$ cat config.mk
export PLATFORM = sky130hd
export DESIGN_NAME = cosim_cycle_snapshot_queue
export DESIGN_NICKNAME = d
export VERILOG_FILES = /design/src/rtl/cosim_cycle_snapshot_queue.sv
export SDC_FILE = /design/constraint.sdc
export NUM_CORES = 1
export LEC_CHECK = 0
export CORE_ASPECT_RATIO = 1.2
export CORE_MARGIN = 10
export CORE_UTILIZATION = 52
export CTS_CLUSTER_SIZE = 16
export DETAILED_ROUTE_END_ITERATION = 7
export GPL_TIMING_DRIVEN = 0
export HOLD_SLACK_MARGIN = 0.15
export PLACE_DENSITY_LB_ADDON = 0.2
export SLEW_MARGIN = 30
export SYNTH_ARGS = -nofsm -noshare
export SYNTH_HDL_FRONTEND = slang
export SYNTH_SLANG_ARGS = --single-unit
$ cat constraint.sdc
create_clock -name clk -period 3.2 [get_ports clk]
set_input_delay 0.48 -clock clk [delete_from_list [all_inputs] [get_ports clk]]
set_output_delay 0.48 -clock clk [all_outputs]
set_load 0.01 [all_outputs]
$ cat src/rtl/cosim_cycle_snapshot_queue.sv
// Snapshot queue between the cosim cycle-count request and response endpoints.
// Optional per-request sequence tag enabled by defining COSIM_SNAP_SEQ_EN.
module cosim_cycle_snapshot_queue #(
    parameter int              DEPTH                   = 4,
    parameter longint unsigned CORE_CLOCK_FREQUENCY_HZ = 0
) (
    input  logic        clk,
    input  logic        rst,
    input  logic [63:0] cycle_count,
    input  logic        req_valid,
    output logic        req_ready,
    output logic        resp_valid,
    input  logic        resp_ready,
    output logic [63:0] resp_cycle,
`ifdef COSIM_SNAP_SEQ_EN
    output logic [15:0] resp_seq,
`endif
    output logic [63:0] resp_freq
);

    localparam int             AW         = $clog2(DEPTH);
    localparam logic [AW:0]    FULL_COUNT = (AW + 1)'(DEPTH);

    logic [AW-1:0] rd_ptr_reg;
    logic [AW-1:0] wr_ptr_reg;
    logic [AW:0]   count_reg;
    logic [63:0]   cycle_mem [DEPTH];
    logic          push;
    logic          pop;

    // req_ready sees only the reset pin and registered occupancy, never resp_ready,
    // so a full queue refuses a push even when a pop lands on the same edge.
    assign req_ready  = !rst && (count_reg != FULL_COUNT);
    assign resp_valid = (count_reg != '0);
    assign push       = req_valid && req_ready;
    assign pop        = resp_valid && resp_ready;
    assign resp_freq  = CORE_CLOCK_FREQUENCY_HZ;
    assign resp_cycle = resp_valid ? cycle_mem[rd_ptr_reg] : 64'd0;

    always_ff @(posedge clk or posedge rst) begin
        if (rst) begin
            rd_ptr_reg <= '0;
            wr_ptr_reg <= '0;
            count_reg  <= '0;
        end else begin
            if (push) begin
                wr_ptr_reg <= wr_ptr_reg + AW'(1);
            end
            if (pop) begin
                rd_ptr_reg <= rd_ptr_reg + AW'(1);
            end
            case ({push, pop})
                2'b10:   count_reg <= count_reg + (AW + 1)'(1);
                2'b01:   count_reg <= count_reg - (AW + 1)'(1);
                default: count_reg <= count_reg;
            endcase
        end
    end

    // Entries hold the count sampled on the accepting edge; stale contents are
    // masked by resp_valid, so storage needs no reset.
    generate
        for (genvar gi = 0; gi < DEPTH; gi++) begin : g_cycle_entry
            always_ff @(posedge clk) begin
                if (push && (wr_ptr_reg == AW'(gi))) begin
                    cycle_mem[gi] <= cycle_count;
                end
            end
        end
    endgenerate

`ifdef COSIM_SNAP_SEQ_EN
    logic [15:0] seq_reg;
    logic [15:0] seq_mem [DEPTH];

    always_ff @(posedge clk or posedge rst) begin
        if (rst) begin
            seq_reg <= 16'd0;
        end else if (push) begin
            seq_reg <= seq_reg + 16'd1;
        end
    end

    generate
        for (genvar gi = 0; gi < DEPTH; gi++) begin : g_seq_entry
            always_ff @(posedge clk) begin
                if (push && (wr_ptr_reg == AW'(gi))) begin
                    seq_mem[gi] <= seq_reg;
                end
            end
        end
    endgenerate

    assign resp_seq = resp_valid ? seq_mem[rd_ptr_reg] : 16'd0;
`endif

endmodule

* After elaboration in Yosys (flattened, before gate mapping)
Memories as Yosys holds them, arrays and structs flattened.
Index checks and enable logic that the tools add are counted.
** Storage, ports and cells
- Bits in registers :: 7
- Bits in latches :: 0
- Memory bits (writable) :: 256
- ROM bits :: 0
- Input bits :: 68
- Output and inout port bits :: 130
- Word-level logic and storage cells :: 47
- Memories :: 1
** Cells by class
- $add $sub $neg :: 4
- Multiply operators :: 0
- Div/mod/pow operators :: 0
- Order comparisons :: 0
- Equality and inequality tests :: 6
- Shifts and indexed selects :: 0
- Muxes and demuxes :: 19
- Bitwise operators :: 0
- Reductions and logical operators :: 14
** Memory list
- cycle_mem :: words 4, bits a word 64, rd ports 1, clocked after Yosys merged registers in 0, wr ports 1, line 27 : logic [63:0] cycle_mem [DEPTH];
** Operators with widths (number)
- 64-bit 2-to-1 mux :: 4
- 64-bit OR reduction :: 3
- 1-bit 2-to-1 mux :: 11
- 1-bit logical AND :: 7
- 2-bit equality test (second input constant) :: 3
- 2-bit 2-to-1 mux :: 3
- 3-bit one-hot mux with 2 select lines :: 1
- 2-bit by 1-bit adder with 2-bit output (second input constant) :: 2
- 2-bit by 1-bit equality test with 1-bit output (second input constant) :: 2
- 3-bit by 1-bit adder with 3-bit output (second input constant) :: 1
- 3-bit != test (second input constant) :: 1
- 3-bit nonzero test :: 1
- 3-bit by 1-bit subtractor with 3-bit output (second input constant) :: 1
- 2-bit zero test :: 1
- 2-bit nonzero test :: 1
- 1-bit zero test :: 1

* Longest topological paths before layout
- Word-level depth :: 10
- Gate-level depth with buffers :: 9
- Gate-level depth less buffers :: 9

* Worst setup path before layout
OpenSTA, ideal clock, no wires.
- Path type :: input -> register
- Start point :: input rst
- End point :: memory cycle_mem[0][0] (enable)
- Setup time :: 429 ps
- Arrival time :: 2497 ps
- Data required time :: 2771 ps
- Setup slack :: 275 ps
- Stages on the path :: 3
- Path buffers :: 0
- Path through :: nand2b_1 -> a21oi_1 -> and2_1
** Between the ends
- Longest elaborated chain between the ends :: 10
- Elaborated cells between the ends (all ways) :: 24
- Classes of those cells :: mux (14); reduce/logical (10)
** RTL lines
- start: declaration :: line 8 : input logic rst,
- 1-bit zero test (no line) *
- 1-bit logical AND * :: line 33 : assign req_ready = !rst && (count_reg != FULL_COUNT);
- 1-bit logical AND * :: line 35 : assign push = req_valid && req_ready;
- 1-bit logical AND :: line 65 : if (push && (wr_ptr_reg == AW'(gi))) begin
- 1-bit 2-to-1 mux :: line 65
- 1-bit 2-to-1 mux (not written as such) :: line 66 : cycle_mem[gi] <= cycle_count;
- 64-bit OR reduction (no line)
- 2-bit 2-to-1 mux (no line) or 1-bit 2-to-1 mux (tied branches) (3 in a row)
- end: declaration :: line 27
Mark *: on every way between the ends. The rest lies on a longest branch, timed or not.

* Worst setup path after layout
- Start point :: register count_reg[0]
- End point :: output resp_cycle[51]
** Between the ends
- Longest elaborated chain between the ends :: 2
** RTL lines
- start: declaration :: line 26 : logic [AW:0] count_reg;
- start signal: assignment :: line 53 : 2'b10: count_reg <= count_reg + (AW + 1)'(1);
- start signal: assignment :: line 54 : 2'b01: count_reg <= count_reg - (AW + 1)'(1);
- start signal: assignment :: line 55 : default: count_reg <= count_reg;
- 3-bit nonzero test :: line 34 : assign resp_valid = (count_reg != '0);
- 64-bit 2-to-1 mux :: line 38 : assign resp_cycle = resp_valid ? cycle_mem[rd_ptr_reg] : 64'd0;
- end: declaration :: line 14 : output logic [63:0] resp_cycle,
No other way between the ends.

==> qor.yml <==
coreArea_um2: 20110
avgSynthCellArea_um2: 20.71
rows: 57
final_area_um2: 13410
dr.pass1.iters: 4
status: "complete, no violations"
die_width_um: 150.1
detail_route.iter0.violations: 279
grt_pass1_vias: 5660
maxSlewHeadroom_pct: 56.93
cp-end-kind: "output port"
worst_clock_skew_ps: 13.23
dieArea_um2: 26440
crit_chain: "or3_1 > clkbuf_2 > clkbuf_2 > and2_1 > clkdlybuf4s50_1"
hold_viol_final: 0
cts_buffers: 24
worstMarginPinSlew_ps: 646.0
synth_cells: 510
start_util_pct: 52.53
ios: 198
power.density_nw_per_um2: 842.3
synth_warnings: 0
crit_fanout: 10
cp.arrival_ps: 2570
fillerInstances: 1346
routed-via-count: 5149
layout_common_cells: "256 x edfxtp_1, 133 x clkdlybuf4s50_1, 65 x and2_1"
synthFlopType: "edfxtp_1"
peakVddDrop_mv: 0.6623
cts.path.max_buffers: 3
placed_cell_area_um2: 12610
htree_num_levels: 1
wl_per_cell_um: 20.04
drc: 0
period_share_pct: 95.37
ys_ff_latch: 263
cp_slowest_cell: "clkdlybuf4s50_1"
synth_edf_count: 256
largest_reg_flops: 256
tns_ps: 0
rsz0062_at_grt: "no"
drv_cap: 0
worst_ep_required_time_ps: 2720
grt_pass1_wl_mm: 31.46
finalSetupViolCount: 0
area_growth_pct: 26.95
p_leak_nw: 4.715
layout_commonest_cell: "edfxtp_1"
seq_area_frac_synth_pct: 74.43
worstSetupStartpointType: "flop"
antenna_found_initial: 1
ant_nets: 0
ys_types: 21
clk_pin_slew_ps: 60
cpPeakStageDelay_ps: 490
cts-root-buf: "clkbuf_16"
final_cells: 1022
place_hpwl_mm: 13.62
period_needed_ps: 3052
worstSetupStartpoint: "count_reg[0]$_DFFE_PP0P_"
vias_per_cell: 5.038
diodes: 0
io_buffer_count: 133
ys_async_sr_fraction_pct: 2.662
cp_common_cell: "clkbuf_2"
dp_cells: 978
synthesis.area_um2: 10560
clk_latency_ps: 500
cts_tree: "yes"
grt_usage_pct: 15.05
cts_hold_buf: 0
gp_routability_congestion: 0.7334
clock-sinks: 263
drive_gt1_share_pct: 25.76
hold_path_class: "input port to async pin"
worstSetupPathType: "flop to output port"
drt_wl_total_mm: 20.48
final_net_count: 813
grt_start_max_net_pins: 39
grt.overflow.total: 0
drv_slew: 0
reg2reg_from: "count_reg[0]$_DFFE_PP0P_"
max_clock_freq_mhz: 327.7
holdWs_ps: 321.7
chipHeight_um: 176.1
[layer usage]
metal | vias up | GRT usage (%) | wire (um) | share of wire, %
li1 | 2323 | - | - | -
met1 | 2612 | 18.87 | 8062 | 39
met2 | 199 | 25.57 | 10380 | 51
met3 | 13 | 4.584 | 1875 | 9.2
met4 | 2 | 2.758 | 143 | 0.70
met5 | - | 0 | 20 | 0.098
[metrics by stage]
stage	total power, mW	utilization [%]	setup WS [ps]
2_1_floorplan	6.734	-	274.7
5_1_grt	11.87	66.68	23.36
3_5_place_dp	8.658	62.72	296.3
4_1_cts	11.46	66.65	35.39
6_report	11.30	66.68	148.0
3_3_place_gp	8.576	61.97	-1540
[cells by family after synthesis]
| kind of cell | Yosys count | share of synthesized area (%) |
|---|---|---|
| xor+xnor | 6 | 0.4975 |
| simple gates | 74 | 4.323 |
| flops | 263 | 74.43 |
| other cells | 1 | 0.03550 |
| mux | 66 | 13.85 |
| buf+inv | 92 | 5.993 |
| compound gates | 2 | 0.09476 |
| fa+ha+maj | 6 | 0.7817 |
[worst max-delay path, delay by kind of cell, from the launching register on]
kind / cells / cell delay (ps)
buf+inv: 3 / 990
flops: 1 / 430
simple gates: 2 / 640
[cell usage after synthesis (2+ instances only)]
cell type | count | area (um2)
a21oi_1 | 2 | 10.01
and2_1 | 69 | 431.7
buf_2 | 8 | 40.04
buf_4 | 64 | 480.5
buf_6 | 5 | 56.30
clkbuf_1 | 8 | 30.03
dfrtp_1 | 7 | 175.2
edfxtp_1 | 256 | 7687
ha_1 | 5 | 62.56
inv_1 | 7 | 26.28
mux4_2 | 64 | 1441
nor2_1 | 2 | 7.510
xnor2_1 | 3 | 26.28
xor2_1 | 3 | 26.28
[report_power, final]
| group | total (mW) | leakage, nW | internal (mW) | switching, mW |
|---|---|---|---|---|
| combinational | 4.20 | 1.92 | 2.37 | 1.83 |
| sequential | 4.31 | 2.40 | 4.20 | 0.106 |
| clock | 2.79 | 0.393 | 1.64 | 1.15 |
| total | 11.3 | 4.71 | 8.21 | 3.09 |
[area by class of cell]
class | instances | area, um2 | area share (%)
sequential | 263 | 7863 | 58.63
multi-input combinational | 218 | 2315 | 17.26
timing repair buffer | 140 | 1471 | 10.97
clock buffer | 41 | 775.7 | 5.785
buffer | 85 | 613.1 | 4.572
tap | 265 | 331.6 | 2.472
inverter | 7 | 26.28 | 0.1959
clock inverter | 3 | 15.01 | 0.1120
[final timing paths]
path | to | slack (ps) | cells after the start
worst min-delay path | count_reg[0]$_DFFE_PP0P_ | 320 | 2
max in group asynchronous | wr_ptr_reg[1]$_DFFE_PP0P_ | 2650 | 2
worst max-delay path | resp_cycle[51] | 150 | 5
worst max register to register | cycle_mem[2][31]$_DFFE_PP_ | 910 | 4
worst min register to register | count_reg[2]$_DFFE_PP0P_ | 520 | 1
min in group clk | count_reg[2]$_DFFE_PP0P_ | 520 | 1
[what timing repair did]
| item | in CTS | in global routing |
|---|---|---|
| setup endpoints to repair | 40 | 27 |
| setup buffers | 0 | 0 |
| resized for setup | 1 | 8 |
Power figures use the tool's default switching activity.
